$ cat config.mk
export PLATFORM = sky130hd
export DESIGN_NAME = alu_issue_queue_flat
export DESIGN_NICKNAME = d
export VERILOG_FILES = /design/src/rtl/alu_issue_queue_if.sv /design/src/rtl/alu_issue_queue.sv /design/src/flat_wrapper.sv
export SDC_FILE = /design/constraint.sdc
export NUM_CORES = 1
export LEC_CHECK = 0
export ABC_AREA = 1
export BUFFER_PORTS_ARGS = -buffer_cell sky130_fd_sc_hd__buf_2
export CAP_MARGIN = 20
export CORE_MARGIN = 2
export CORE_UTILIZATION = 30
export DETAILED_ROUTE_END_ITERATION = 16
export GPL_ROUTABILITY_DRIVEN = 0
export SLEW_MARGIN = 20
export SYNTH_ARGS = -nofsm -noshare
export SYNTH_HDL_FRONTEND = slang
export SYNTH_SLANG_ARGS = --single-unit
$ cat constraint.sdc
create_clock -name clk -period 5.1 [get_ports clk]
set_input_delay 0.51 -clock clk [delete_from_list [all_inputs] [get_ports clk]]
set_output_delay 0.51 -clock clk [all_outputs]
set_load 0.01 [all_outputs]
$ cat src/rtl/alu_issue_queue_if.sv
// Signal bundle between the issue queue, its command source, the ALU and the result sink.
// The slave modport is the queue's view of the bundle; the master modport is the surrounding logic's view.
interface alu_issue_queue_if #(
    parameter int unsigned W  = 8,
    parameter int unsigned CW = 3
);
    logic          in_valid;
    logic          in_ready;
    logic [W-1:0]  in_a;
    logic [W-1:0]  in_b;
    logic [1:0]    in_op;
    logic [W-1:0]  alu_a;
    logic [W-1:0]  alu_b;
    logic [1:0]    alu_op;
    logic [W-1:0]  alu_y;
    logic          out_valid;
    logic          out_ready;
    logic [W-1:0]  out_y;
    logic [1:0]    out_op;
    logic          out_zero;
    logic          out_carry;
    logic [CW-1:0] count;

    modport slave (
        input  in_valid, in_a, in_b, in_op, alu_y, out_ready,
        output in_ready, alu_a, alu_b, alu_op,
               out_valid, out_y, out_op, out_zero, out_carry, count
    );

    modport master (
        output in_valid, in_a, in_b, in_op, alu_y, out_ready,
        input  in_ready, alu_a, alu_b, alu_op,
               out_valid, out_y, out_op, out_zero, out_carry, count
    );
endinterface

$ cat src/rtl/alu_issue_queue.sv
// In-order command FIFO feeding a combinational 8-bit ALU, with a registered
// valid/ready result stage that also carries the zero and carry/borrow flags.
module alu_issue_queue #(
    parameter int unsigned DEPTH = 4,
    parameter int unsigned W     = 8
) (
    input  logic             clk,
    input  logic             rst,
    alu_issue_queue_if.slave bus
);
    localparam int unsigned AW = (DEPTH > 1) ? $clog2(DEPTH) : 1;
    localparam int unsigned CW = AW + 1;

    localparam logic [1:0] OP_ADD = 2'd0;
    localparam logic [1:0] OP_SUB = 2'd1;
    localparam logic [1:0] OP_AND = 2'd2;
    localparam logic [1:0] OP_OR  = 2'd3;

    typedef struct packed {
        logic [1:0]   op;
        logic [W-1:0] a;
        logic [W-1:0] b;
    } entry_t;

    entry_t        mem [DEPTH];
    logic [AW-1:0] wr_ptr;
    logic [AW-1:0] rd_ptr;
    logic [CW-1:0] cnt;

    logic          out_valid_q;
    logic [W-1:0]  out_y_q;
    logic [1:0]    out_op_q;
    logic          out_zero_q;
    logic          out_carry_q;

    entry_t        head;
    logic          has_head;
    logic          in_ready_c;
    logic          push;
    logic          load;
    logic [W:0]    sum9;
    logic          carry_c;

    // Handshakes, ALU drive and the locally computed carry/borrow for the head entry
    always_comb begin
        head       = mem[rd_ptr];
        has_head   = (cnt != CW'(0));
        in_ready_c = !rst && (cnt < CW'(DEPTH));
        push       = bus.in_valid && in_ready_c;
        load       = has_head && (!out_valid_q || bus.out_ready);
        sum9       = {1'b0, head.a} + {1'b0, head.b};
        carry_c    = 1'b0;
        case (head.op)
            OP_ADD:        carry_c = sum9[W];
            OP_SUB:        carry_c = (head.a < head.b);
            OP_AND, OP_OR: carry_c = 1'b0;
            default:       carry_c = 1'b0;
        endcase
    end

    assign bus.in_ready  = in_ready_c;
    assign bus.alu_a     = has_head ? head.a  : W'(0);
    assign bus.alu_b     = has_head ? head.b  : W'(0);
    assign bus.alu_op    = has_head ? head.op : OP_ADD;
    assign bus.out_valid = out_valid_q;
    assign bus.out_y     = out_y_q;
    assign bus.out_op    = out_op_q;
    assign bus.out_zero  = out_zero_q;
    assign bus.out_carry = out_carry_q;
    assign bus.count     = cnt;

    // Storage has no reset; occupancy tracking makes stale entries unreachable
    always_ff @(posedge clk) begin
        if (push) begin
            mem[wr_ptr] <= '{op: bus.in_op, a: bus.in_a, b: bus.in_b};
        end
    end

    always_ff @(posedge clk) begin
        if (rst) begin
            wr_ptr <= '0;
            rd_ptr <= '0;
            cnt    <= '0;
        end else begin
            if (push) wr_ptr <= wr_ptr + AW'(1);
            if (load) rd_ptr <= rd_ptr + AW'(1);
            case ({push, load})
                2'b10:   cnt <= cnt + CW'(1);
                2'b01:   cnt <= cnt - CW'(1);
                default: cnt <= cnt;
            endcase
        end
    end

    // Result stage: load on a free or draining slot, otherwise drain or hold
    always_ff @(posedge clk) begin
        if (rst) begin
            out_valid_q <= 1'b0;
            out_y_q     <= '0;
            out_op_q    <= OP_ADD;
            out_zero_q  <= 1'b0;
            out_carry_q <= 1'b0;
        end else if (load) begin
            out_valid_q <= 1'b1;
            out_y_q     <= bus.alu_y;
            out_op_q    <= head.op;
            out_zero_q  <= (bus.alu_y == W'(0));
            out_carry_q <= carry_c;
        end else if (out_valid_q && bus.out_ready) begin
            out_valid_q <= 1'b0;
        end
    end
endmodule

$ cat src/flat_wrapper.sv
// flat-port wrapper written by rule: the top's interface ports become plain ports
module alu_issue_queue_flat 
#(
    parameter int unsigned DEPTH = 4,
    parameter int unsigned W     = 8
)
  (clk, rst, bus_in_valid, bus_in_a, bus_in_b, bus_in_op, bus_alu_y, bus_out_ready, bus_in_ready, bus_alu_a, bus_alu_b, bus_alu_op, bus_out_valid, bus_out_y, bus_out_op, bus_out_zero, bus_out_carry, bus_count);
  alu_issue_queue_if #(.W(W), .CW(3)) bus_i ();
  input  logic clk;
  input  logic rst;
  input wire logic [$bits(bus_i.in_valid)-1:0] bus_in_valid;
  input wire logic [$bits(bus_i.in_a)-1:0] bus_in_a;
  input wire logic [$bits(bus_i.in_b)-1:0] bus_in_b;
  input wire logic [$bits(bus_i.in_op)-1:0] bus_in_op;
  input wire logic [$bits(bus_i.alu_y)-1:0] bus_alu_y;
  input wire logic [$bits(bus_i.out_ready)-1:0] bus_out_ready;
  output wire logic [$bits(bus_i.in_ready)-1:0] bus_in_ready;
  output wire logic [$bits(bus_i.alu_a)-1:0] bus_alu_a;
  output wire logic [$bits(bus_i.alu_b)-1:0] bus_alu_b;
  output wire logic [$bits(bus_i.alu_op)-1:0] bus_alu_op;
  output wire logic [$bits(bus_i.out_valid)-1:0] bus_out_valid;
  output wire logic [$bits(bus_i.out_y)-1:0] bus_out_y;
  output wire logic [$bits(bus_i.out_op)-1:0] bus_out_op;
  output wire logic [$bits(bus_i.out_zero)-1:0] bus_out_zero;
  output wire logic [$bits(bus_i.out_carry)-1:0] bus_out_carry;
  output wire logic [$bits(bus_i.count)-1:0] bus_count;
  assign bus_i.in_valid = bus_in_valid;
  assign bus_i.in_a = bus_in_a;
  assign bus_i.in_b = bus_in_b;
  assign bus_i.in_op = bus_in_op;
  assign bus_i.alu_y = bus_alu_y;
  assign bus_i.out_ready = bus_out_ready;
  assign bus_in_ready = bus_i.in_ready;
  assign bus_alu_a = bus_i.alu_a;
  assign bus_alu_b = bus_i.alu_b;
  assign bus_alu_op = bus_i.alu_op;
  assign bus_out_valid = bus_i.out_valid;
  assign bus_out_y = bus_i.out_y;
  assign bus_out_op = bus_i.out_op;
  assign bus_out_zero = bus_i.out_zero;
  assign bus_out_carry = bus_i.out_carry;
  assign bus_count = bus_i.count;
  alu_issue_queue #(.DEPTH(DEPTH), .W(W)) u_core (.clk(clk), .rst(rst), .bus(bus_i));
endmodule
# Yosys cells after proc, flatten, opt, wreduce, memory -nomap -nowiden
# Memories as Yosys holds them, arrays and structs flattened. A register that Yosys moved wholly into a read port is not among the register bits.
# Cells that the tools add are included.
# classes
addsub	5
mul	0
n_div	0
n_lt_le_gt_ge	2
n_eq_ne	5
n_shift	0
mux	11
n_bitwise	0
n_reduce_logical	13
# op_table
op	count
8-bit 2-to-1 mux	2
8-bit by 8-bit adder with 9-bit output	1
8-bit logical NOT	1
8-bit less-than comparator	1
2-bit == test, second input constant	3
2-bit 2-to-1 mux	3
3-bit one-hot mux with 2 select lines	1
2-bit by 1-bit adder with 2-bit output, second input constant	2
2-bit by 1-bit == test with 1-bit output, second input constant	2
1-bit logical AND	4
1-bit 2-to-1 mux	4
2-bit nonzero test	2
3-bit by 1-bit adder with 3-bit output, second input constant	1
3-bit less-than comparator, second input constant	1
1-bit one-hot mux with 3 select lines	1
3-bit nonzero test	1
3-bit by 1-bit subtractor with 3-bit output, second input constant	1
1-bit logical NOT	2
2-bit logical NOT	1
2-bit OR reduction	1
1-bit logical OR	1
# totals
reg_bits	20
latch_bits	0
ram_bits	72
romBits	0
in_bits	30
output_inout_bits	35
word_cells	45
mem_count	1
# memory_table
name	depth	width	rd	rd_clocked_by_memory_dff	write_ports	line	text
u_core.mem	4	18	1	1	1	alu_issue_queue.sv:25	entry_t mem [DEPTH];

# Longest topological paths before layout
# logic_depth
word_depth	5
mapped_depth	18
ltp_nobuf	15

# Least setup slack after synthesis
# No wires, ideal clock.
# synth_timing
kind	input -> register
from	input rst
to	memory u_core.mem[0][0] in the netlist's numbering, enable pin
setup_ps	393
t_arrival_ps	1729
required_time_ps	4707
slack_ps	2979
cell_stages	3
cell_sequence	nor2_1 -> nand2_1 -> nor2_1
# synth_between
elab_chain_cells	5
# synth_lines
element	line	text
from (decl)	flat_wrapper.sv:10	input logic rst;
1-bit logical NOT	alu_issue_queue.sv:48	in_ready_c = !rst && (cnt < CW'(DEPTH));
1-bit logical AND	alu_issue_queue.sv:48	
1-bit logical AND	alu_issue_queue.sv:49	push = bus.in_valid && in_ready_c;
1-bit 2-to-1 mux	alu_issue_queue.sv:74	if (push) begin
1-bit 2-to-1 mux (implied by the code)	alu_issue_queue.sv:75	mem[wr_ptr] <= '{op: bus.in_op, a: bus.in_a, b: bus.in_b};
to (decl)	alu_issue_queue.sv:25	
# Every way passes these cells.

==> results_dict.tcl <==
set metrics [dict create \
    status "finished, final reports clean" \
    first_pass_iters 4 \
    drtIter0Drc 182 \
    required_ps 4590 \
    netlist_instances 388 \
    vias 2873 \
    ant_nets 0 \
    p_seq_frac 0.361 \
    p_int_mw 1.63 \
    die_w_um 122 \
    switching_power_mw 1.07 \
    min_period_ps 2870 \
    relSlewSlack 0.341 \
    root_buffer "clkbuf_16" \
    grt_pass1_wl_um 15000 \
    worstMarginPinSlew_ps 987 \
    cts_tree "built" \
    fin_worst_skew_ps 12.5 \
    routed_wl_um 9280 \
    period_share 0.562 \
    crit_path_end_kind "output pin" \
    drv_cap 0 \
    p_per_area_nw_per_um2 543 \
    critPathArrivalTime_ps 2360 \
    antenna_found_initial 0 \
    grt-ovfl-total 0 \
    yosysWarnings 0 \
    insertion_delay_ps 350 \
    peakVddDrop_mv 0.238 \
    cts.path.max_buffers 2 \
    fp.dieArea_um2 14900 \
    final_nets 503 \
    hold_violations 0 \
    ys_ff_latch 94 \
    critPathTopFamily "buffers and inverters" \
    criticalPathCategory "reg2out" \
    place_ws_ps 2340 \
    fin_ws_ps 2230 \
    worstSetupPathDepth 6 \
    cts_resized 0 \
    drcViolationCount 0 \
    path_clk_slew_ps 70 \
    drive_gt1_frac 0.234 \
    dp_hpwl_um 6190 \
    syn_to_final_growth_pct 18.5 \
    die_h_um 122 \
    finalNonFillerCells 638 \
    wl_per_cell_um 14.5 \
    seq_area_frac_synth 0.622 \
    cp_cell_sequence "inv_1, a21oi_1, a32oi_2, inv_2, nor2_1, buf_2" \
    cp_max_fo 26 \
    grt_max_degree 37 \
    p_comb_frac 0.399 \
    worst_path_largest_cell_delay_ps 780 \
    drv_slew 0 \
    via_per_inst 4.50 \
    syn_nets 438 \
    ff2ff_path_depth 10 \
    hold_path.class "in2reg" \
    avgSynthCellArea_um2 10.8 \
    fmax_ghz 0.349 \
    cts_sinks 94 \
    postCtsSetupBuffers 0 \
    switching_share 0.396 \
    ys_types 31 \
    crit_buf_inv 3 \
    rsz0062_at_grt "no" \
    htreeDepth 3 \
    clock_power_share 0.239 \
    p_leak_nw 2.05 \
    coreArea_um2 13800 \
    io_buffer_count 64 \
    start_util 0.304 \
    tns_ps 0 \
    grt_use_total 0.133 \
    endpoint "bus_alu_b[6]" \
    ctsHoldBuffers 0 \
    dp_cells 622 \
    finalSetupViolCount 0 \
    holdCritStartpoint "bus_in_a[2]" \
    cpMaxStageDelayCell "inv_1" \
    cts_inserted_buffers 9 \
    first_global_vias 2896 \
    syn_area_um2 4190 \
    antennaDiodeCount 0 \
    rr_endpoint "u_core.bus.out_carry$_SDFFE_PP0P_" \
    pin_count 65 \
    r2r_slack_ps 2400 \
    startpoint_type "flip-flop" \
    rows 43 \
]
==> cells by family (layout without fill, tap and decap cells) <==
family / Yosys count / in the layout / share of synthesized area
compound gates: 79 / 79 / 0.117
xor+xnor: 1 / 1 / 0.00209
fa+ha+maj: 20 / 20 / 0.0616
buf+inv: 53 / 123 / 0.0601
flops: 94 / 94 / 0.622
simple gates: 141 / 141 / 0.138
==> worst min path at each step <==
stage | endpoint | cells past startpoint
2_1_floorplan | u_core.bus.out_zero$_SDFFE_PP0P_ | 2
3_3_place_gp | u_core.bus.out_zero$_SDFFE_PP0P_ | 2
3_5_place_dp | u_core.bus.out_zero$_SDFFE_PP0P_ | 2
4_1_cts | u_core.mem[2][10]$_DFFE_PP_ | 1
5_1_grt | u_core.mem[2][9]$_DFFE_PP_ | 1
6_report | u_core.mem[2][10]$_DFFE_PP_ | 1
==> registers in the layout, summed over array words and instances, names as in the netlist, named ones only <==
signal	flops
u_core.bus.count	3
u_core.bus.out_valid	1
u_core.mem	72
u_core.rd_ptr	2
u_core.bus.out_op	2
u_core.bus.out_y	8
u_core.bus.out_carry	1
u_core.wr_ptr	2
u_core.bus.out_zero	1
==> cell usage in the layout, fill, tap and decap left out, types with 2 or more instances in the layout <==
| cell | synthesis | final |
|---|---|---|
| inv_6 | 0 | 2 |
| buf_4 | 2 | 5 |
| o21ai_0 | 20 | 20 |
| inv_1 | 30 | 30 |
| inv_2 | 7 | 7 |
| nand3_1 | 4 | 4 |
| nand3_2 | 2 | 2 |
| a21oi_1 | 34 | 34 |
| nor2_2 | 2 | 2 |
| a32oi_1 | 2 | 2 |
| a32oi_2 | 6 | 6 |
| nor4_1 | 3 | 3 |
| buf_2 | 6 | 64 |
| clkinv_4 | 0 | 4 |
| edfxtp_1 | 72 | 72 |
| dfxtp_1 | 22 | 22 |
| clkbuf_16 | 0 | 9 |
| nor2_1 | 66 | 66 |
| ha_1 | 19 | 19 |
| o21ai_1 | 13 | 13 |
| nand2_1 | 61 | 61 |
==> synth_stat cells, drive strengths merged <==
master  instances  area [um^2]
edfxtp         72         2160
nor2           68          260
nand2          62          235
inv            38          150
a21oi          35          179
o21ai          33          165
dfxtp          22          440
ha             19          238
buf            13         93.8
a32oi           8          115
nand3           6         40.0
nor4            3         18.8
clkbuf          2         7.51
a211oi          1         12.5
and3            1         6.26
fa              1         20.0
nor3            1         16.3
o21bai          1         7.51
o22a            1         8.76
xor2            1         8.76
==> area by class of cell <==
| type | count | area, um^2 |
|---|---|---|
| fill | 1391 | 8810 |
| sequential | 94 | 2600 |
| multi-input combinational | 241 | 1330 |
| timing repair buffer | 69 | 358 |
| clock buffer | 9 | 225 |
| tap | 180 | 225 |
| inverter | 38 | 150 |
| clock inverter | 7 | 68.8 |
==> per-stage QoR <==
stage | power [mW] | hold WS [ps] | utilization | instance area, um^2
floorplan | 1.76 | 481 | - | 4190
global placement | 2.05 | 458 | 0.339 | 4670
detailed placement | 2.07 | 479 | 0.339 | 4670
CTS | 2.73 | 365 | 0.360 | 4960
global route | 2.91 | 370 | 0.360 | 4960
finish | 2.69 | 373 | 0.360 | 4960
==> layer usage <==
metal,GRT usage,routed length (um),vias up
met2,0.221,4560,69
met4,0.0560,130,0
met1,0.166,4220,1345
li1,-,-,1446
met3,0.0290,375,13
met5,0,0,-
==> power by group through the flow <==
stage	Sequential (mW)	Clock, mW	Combinational, mW
final	0.973	0.645	1.07
after global placement	0.987	0	1.06
after floorplan	0.977	0	0.785
after global routing	0.986	0.685	1.24
after detailed placement	0.990	0	1.08
after CTS	0.974	0.660	1.09
Note: power is estimated with default switching activity, not from simulation.
